`config.mk`:
```
export PLATFORM = sky130hd
export DESIGN_NAME = sop_df
export DESIGN_NICKNAME = d
export VERILOG_FILES = /design/src/rtl/sop_df_pkg.sv /design/src/rtl/sop_df_core.sv /design/src/rtl/sop_df.sv
export SDC_FILE = /design/constraint.sdc
export NUM_CORES = 1
export LEC_CHECK = 0
export CAP_MARGIN = 10
export CORE_AREA = 2 2 39 41
export DETAILED_ROUTE_END_ITERATION = 7
export DIE_AREA = 0 0 41 43
export DONT_BUFFER_PORTS = 1
export HOLD_SLACK_MARGIN = 0.06
export PLACE_DENSITY = 0.69
export SYNTH_ARGS = -nofsm -noshare
export SYNTH_HDL_FRONTEND = slang
export SYNTH_HIERARCHICAL = 1
export SYNTH_SLANG_ARGS = --single-unit
```
`constraint.sdc`:
```
create_clock -name clk -period 1.7 [get_ports clk]
set_clock_uncertainty 0.1 [all_clocks]
set_input_delay 0.34 -clock clk [delete_from_list [all_inputs] [get_ports clk]]
set_output_delay 0.34 -clock clk [all_outputs]
set_load 0.02 [all_outputs]
```
`src/rtl/sop_df_pkg.sv`:
```
// Shared constants and types for the sop_df sum-of-products block.
// The default truth table selects minterms 1, 3, 6 and 7 (y = a'c + ab).
package sop_df_pkg;

   localparam logic [7:0] TT_DEFAULT    = 8'b1100_1010;
   localparam int         CNT_W_DEFAULT = 8;

   typedef logic [2:0] minterm_idx_t;

   function automatic minterm_idx_t idx_of(input logic a, input logic b, input logic c);
      return {a, b, c};
   endfunction

endpackage

```
`src/rtl/sop_df_core.sv`:
```
// Combinational sum-of-products: one explicit product term per selected minterm.
module sop_df_core
   import sop_df_pkg::*;
#(
   parameter logic [7:0] TRUTH_TABLE = TT_DEFAULT
) (
   input  logic a,
   input  logic b,
   input  logic c,
   output logic y
);

   logic [7:0] term;

   // Minterm gi uses the true literal where its index bit is 1, the complement otherwise.
   generate
      for (genvar gi = 0; gi < 8; gi++) begin : g_term
         localparam logic [2:0] M = 3'(gi);
         if (TRUTH_TABLE[gi]) begin : g_on
            logic lit_a, lit_b, lit_c;
            assign lit_a = M[2] ? a : ~a;
            assign lit_b = M[1] ? b : ~b;
            assign lit_c = M[0] ? c : ~c;
            assign term[gi] = lit_a & lit_b & lit_c;
         end else begin : g_off
            assign term[gi] = 1'b0;
         end
      end
   endgenerate

   assign y = |term;

endmodule

```
`src/rtl/sop_df.sv`:
```
// SOP function with registered sample of result/index and a saturating hit counter.
module sop_df
   import sop_df_pkg::*;
#(
   parameter logic [7:0] TRUTH_TABLE = TT_DEFAULT,
   parameter int         CNT_W       = CNT_W_DEFAULT
) (
   input  logic             clk,
   input  logic             rst,
   input  logic             a,
   input  logic             b,
   input  logic             c,
   input  logic             en,
   output logic             y,
   output logic             y_q,
   output logic [2:0]       idx_q,
   output logic             valid_q,
   output logic [CNT_W-1:0] hit_cnt
);

   localparam logic [CNT_W-1:0] CNT_MAX = {CNT_W{1'b1}};

   logic             y_smp_q,   y_smp_d;
   minterm_idx_t     idx_smp_q, idx_smp_d;
   logic             valid_smp_q, valid_smp_d;
   logic [CNT_W-1:0] cnt_q,     cnt_d;

   sop_df_core #(
      .TRUTH_TABLE(TRUTH_TABLE)
   ) u_core (
      .a(a),
      .b(b),
      .c(c),
      .y(y)
   );

   always_comb begin
      y_smp_d     = y_smp_q;
      idx_smp_d   = idx_smp_q;
      valid_smp_d = valid_smp_q;
      cnt_d       = cnt_q;
      if (en) begin
         y_smp_d     = y;
         idx_smp_d   = idx_of(a, b, c);
         valid_smp_d = 1'b1;
         // Counter sticks at all-ones rather than wrapping.
         if (y && (cnt_q != CNT_MAX)) begin
            cnt_d = cnt_q + 1'b1;
         end
      end
   end

   always_ff @(posedge clk) begin
      if (rst) begin
         y_smp_q     <= 1'b0;
         idx_smp_q   <= '0;
         valid_smp_q <= 1'b0;
         cnt_q       <= '0;
      end else begin
         y_smp_q     <= y_smp_d;
         idx_smp_q   <= idx_smp_d;
         valid_smp_q <= valid_smp_d;
         cnt_q       <= cnt_d;
      end
   end

   assign y_q     = y_smp_q;
   assign idx_q   = idx_smp_q;
   assign valid_q = valid_smp_q;
   assign hit_cnt = cnt_q;

endmodule

```
Word-level counts from Yosys, hierarchy flattened
Cells that the tools add are included.

cells by class
  $add $sub $neg = 1
  eq/ne operators = 1
  bitwise logic cells = 10
  reduce and logical (&&, ||, !) cells = 3

operator list
  kind                                           number
  adder 8 x 1 -> 8 bit (second input constant)   1
  inequality test 8 bit (second input constant)  1
  AND 1 bit                                      7
  OR reduction 4 bit                             1
  NOT 1 bit                                      3
  AND reduction 2 bit                            1
  logical AND 1 bit                              1

storage, ports and cells
  register bits after elaboration = 13
  input bits = 6
  output and inout bits = 14
  logic and storage cells = 19

Depth between registers and ports, before layout
  depth in word-level cells = 6
  mapped depth = 5
  depth with buffers taken out = 5

Modules after synthesis
Netlist, hierarchy kept.

by module, submodules not included
  module       instances  cells an instance  area an instance (sq um)  sequential area each (sq um)
  sop_df       1          59                 563.0                     260.2
  sop_df_core  1          1                  15.0                      0.0

Worst setup path after synthesis
Ideal clock, no wire load.

  path type = reg2reg
  start = register cnt_q[0] (netlist: hit_cnt[0])
  end = register cnt_q[1] (netlist: hit_cnt[1])
  setup time = 0.128 ns
  arrival time = 1.334 ns
  data required time = 1.472 ns
  slack = 0.138 ns
  cell stages (with the launch flop) = 6
  path buffers = 0
  period minus slack after synthesis = 1.562 ns
  cell sequence = dfxtp_1 ha_1 and4_2 a21bo_2 mux2i_1 nor2_1

between the ends
  longest elaborated chain between the ends = 3
  elaborated cells on any way between the ends = 4
  those cells by class = 1 x add/sub; 1 x eq/ne; 2 x reduce/logical

ends and longest elaborated chain
  element                                                       RTL line      source
  start: declaration                                            sop_df.sv:26  logic [CNT_W-1:0] cnt_q, cnt_d;
  start signal: assignment                                      sop_df.sv:63  cnt_q <= cnt_d;
  branches (longest 3 deep; another with adder 8 x 1 -> 8 bit)  --

Parallel ways; which one is timed is not known.
A chain may end at the register's enable or synchronous reset.

Final worst setup path
  start = register cnt_q[0] (netlist: hit_cnt[0])
  end = register cnt_q[3] (netlist: hit_cnt[3])

The elaborated chain is that of the path after synthesis.

==> out/summary.txt <==
Number of global-route vias before repair = 445
Inst Count DP = 81
Maximum frequency from static timing analysis = 649 MHz
Height of the chip = 43 µm
Outcome = complete, no violations
Worst Setup Start Kind = flop
Die area = 1760 µm²
Count of antenna-violating nets left after detailed routing = 0
Initial core utilization = 41.8%
Cell area power density = 848 nW/µm²
Count of vias placed by the detailed router = 478
Postcts setup bufs = 0
TritonCTS clock tree = built
Multi-input gate area in the final layout = 299 µm²
Placement row count = 14
Antenna diode count = 0
Number of slew-limit violations in the final report = 0
Total number of H-tree levels = 1
Sequential standard cell area = 260 µm²
Gate count after technology mapping = 60
Critical Path Sink Type = flop
Async set-reset flop share out of synthesis = 0%
Final clock period utilization by the worst path = 90.6%
Syn Area/Cell = 9.63 µm²
Number of clock buffers inserted by TritonCTS = 3
Longest Clk Path Bufs = 2
Core area = 1380 µm²
CTS Sinks = 13
Worst hold slack = 0.0902 ns
Routed length per placed instance = 12.5 µm
Clock latency at the later pin of the worst-skew pair = 0.28 ns
Leakage power = 0.279 nW
CTS root buf = sky130_fd_sc_hd__clkbuf_4
Most common flop cell mapped by yosys = sky130_fd_sc_hd__dfxtp_1
Leading post-synthesis cells by instance count = sky130_fd_sc_hd__dfxtp_1, sky130_fd_sc_hd__nor2_1, sky130_fd_sc_hd__mux2i_1, sky130_fd_sc_hd__xnor2_1, sky130_fd_sc_hd__xor2_1
Number of library cell types mapped by synthesis = 23
Number of standard cells in the layout, taps in and fillers out = 86
Top post-synthesis cells by area = sky130_fd_sc_hd__dfxtp_1, sky130_fd_sc_hd__nor2_1, sky130_fd_sc_hd__mux2i_1, sky130_fd_sc_hd__xnor2_1, sky130_fd_sc_hd__xor2_1
Post-route worst setup slack = 0.159 ns
Register area share after synthesis = 45.0%
Number of nets in the layout = 78
Largest area contributor in the netlist = sky130_fd_sc_hd__dfxtp_1
All-layer global routing usage = 15.4%
Min cycle time layout = 1.54 ns
Yosys warning count = 6
Number of port buffers = 0
Total power = 0.573 mW
Post-synthesis to final-layout area growth = 16.9%
Count of final setup violators = 0
Fraction of layout cells with a size suffix above 1 = 21.4%
Total congestion overflow = 0
Number of hold violations in the final report = 0
Maximum vdd drop = 0.537 mV
Setup Slack @ Placement = 0.143 ns
Number of vias per cell = 5.56
Reg clk slew, reported paths = 0.08 ns
Die extent in x = 41 µm
Initial DRC count = 8
Gp weighted congestion = 0.794
Total Routed Length = 1070 µm
Unrepaired setup endpoints after global routing = no
Fraction of synthesized cell area taken by the top area cell type = 45.0%
Number of I/O pins = 20
Final-layout setup total negative slack = 0 ns
Quantity of hold-fixing buffers added after cts = 1
Post-synthesis instance area = 578 µm²
Setup Crit Path Kind = flop to flop
Slew margin rel. = 69.6%
Slew @ Worst Pin = 0.454 ns
Worst path arrival time = 1.60 ns
Number of enable flip-flop cells after synthesis = 0
Number of inserted filler cells in the final layout = 143
Global-route wire length before repair = 1860 µm
Detailed-router iteration count before antenna repair = 4
# resized after CTS = 0
DR DRC count = 0
Worst Hold Class = input pin to flop
Synth Register Bits = 13
CP required = 1.76 ns
Syn Nets = 67
Initial antenna violation count = 0
Number of maximum-capacitance violations = 0
Maximum number of pins on one net before global-route repair = 14
CP max FO = 5
cell type report:
type / instances / share of cell area (%)
multi-input cells: 43 / 44.3
well taps: 16 / 2.96
clock buffers: 4 / 3.89
inverters: 2 / 1.11
flip-flops and latches: 13 / 38.5
repair buffers: 8 / 9.26
flip-flops by register name, summed over array words and instances (netlist names):
register and flops:
y_q 1, valid_q 1, hit_cnt 8, idx_q 3
logic make-up (layout without fill, tap and decap cells):
logic type	count (synthesis)	count (layout)	share of synthesized area, %
and+or+nand+nor	23	23	20.8
DFF	13	13	45.0
AOI/OAI and AO/OA	8	8	10.2
xor gates and xnor gates	6	6	9.09
muxes	5	5	9.52
buffers and inverters	4	14	3.25
adders and majority gates	1	1	2.16
stage by stage:
| stage | cell area (µm²) | util, % |
|---|---|---|
| 2_1_floorplan | 578 | - |
| 3_3_place_gp | 639 | 46.2 |
| 3_5_place_dp | 639 | 46.2 |
| 4_1_cts | 676 | 48.8 |
| 5_1_grt | 676 | 48.8 |
| 6_report | 676 | 48.8 |
power by group:
part | leakage [nW] | switching, mW | internal, mW | total (mW)
Sequential | 0.106 | 0.0177 | 0.315 | 0.333
Combinational | 0.158 | 0.0248 | 0.0219 | 0.0467
Clock | 0.0150 | 0.102 | 0.0911 | 0.193
critical path: stages (launching register included):
cell	delay [ns]
sky130_fd_sc_hd__dfxtp_1	0.35
sky130_fd_sc_hd__ha_1	0.27
sky130_fd_sc_hd__and4_2	0.27
sky130_fd_sc_hd__a211oi_1	0.24
sky130_fd_sc_hd__xnor2_1	0.15
sky130_fd_sc_hd__nor2_1	0.05
worst paths after layout:
kind              slack, ns          to       start  cells after the start
setup / recovery       0.16  hit_cnt[3]  hit_cnt[0]                      5
hold / removal         0.09     valid_q          en                      2
setup reg to reg       0.16  hit_cnt[3]  hit_cnt[0]                      5
hold reg to reg        0.47  hit_cnt[1]  hit_cnt[1]                      2
metal layers:
metal | routed length [µm] | GRT usage, % | part of all wire [%] | vias up
met4 | 32 | 10.0 | 3.0 | 0
met2 | 511 | 20.9 | 48 | 22
met3 | 83 | 3.14 | 7.7 | 5
met1 | 446 | 21.1 | 42 | 222
li1 | - | - | - | 229
met5 | 0 | 0 | 0 | -
layout by cell type, fill, tap and decap left out, drive strengths merged, types with 3 or more instances in the layout:
cell type,synthesis,routed
xnor2,3,3
nor2,13,13
buf,1,7
xor2,3,3
mux2i,4,4
clkbuf,1,4
dfxtp,13,13
No activity file was read; power rests on OpenSTA's default activity.
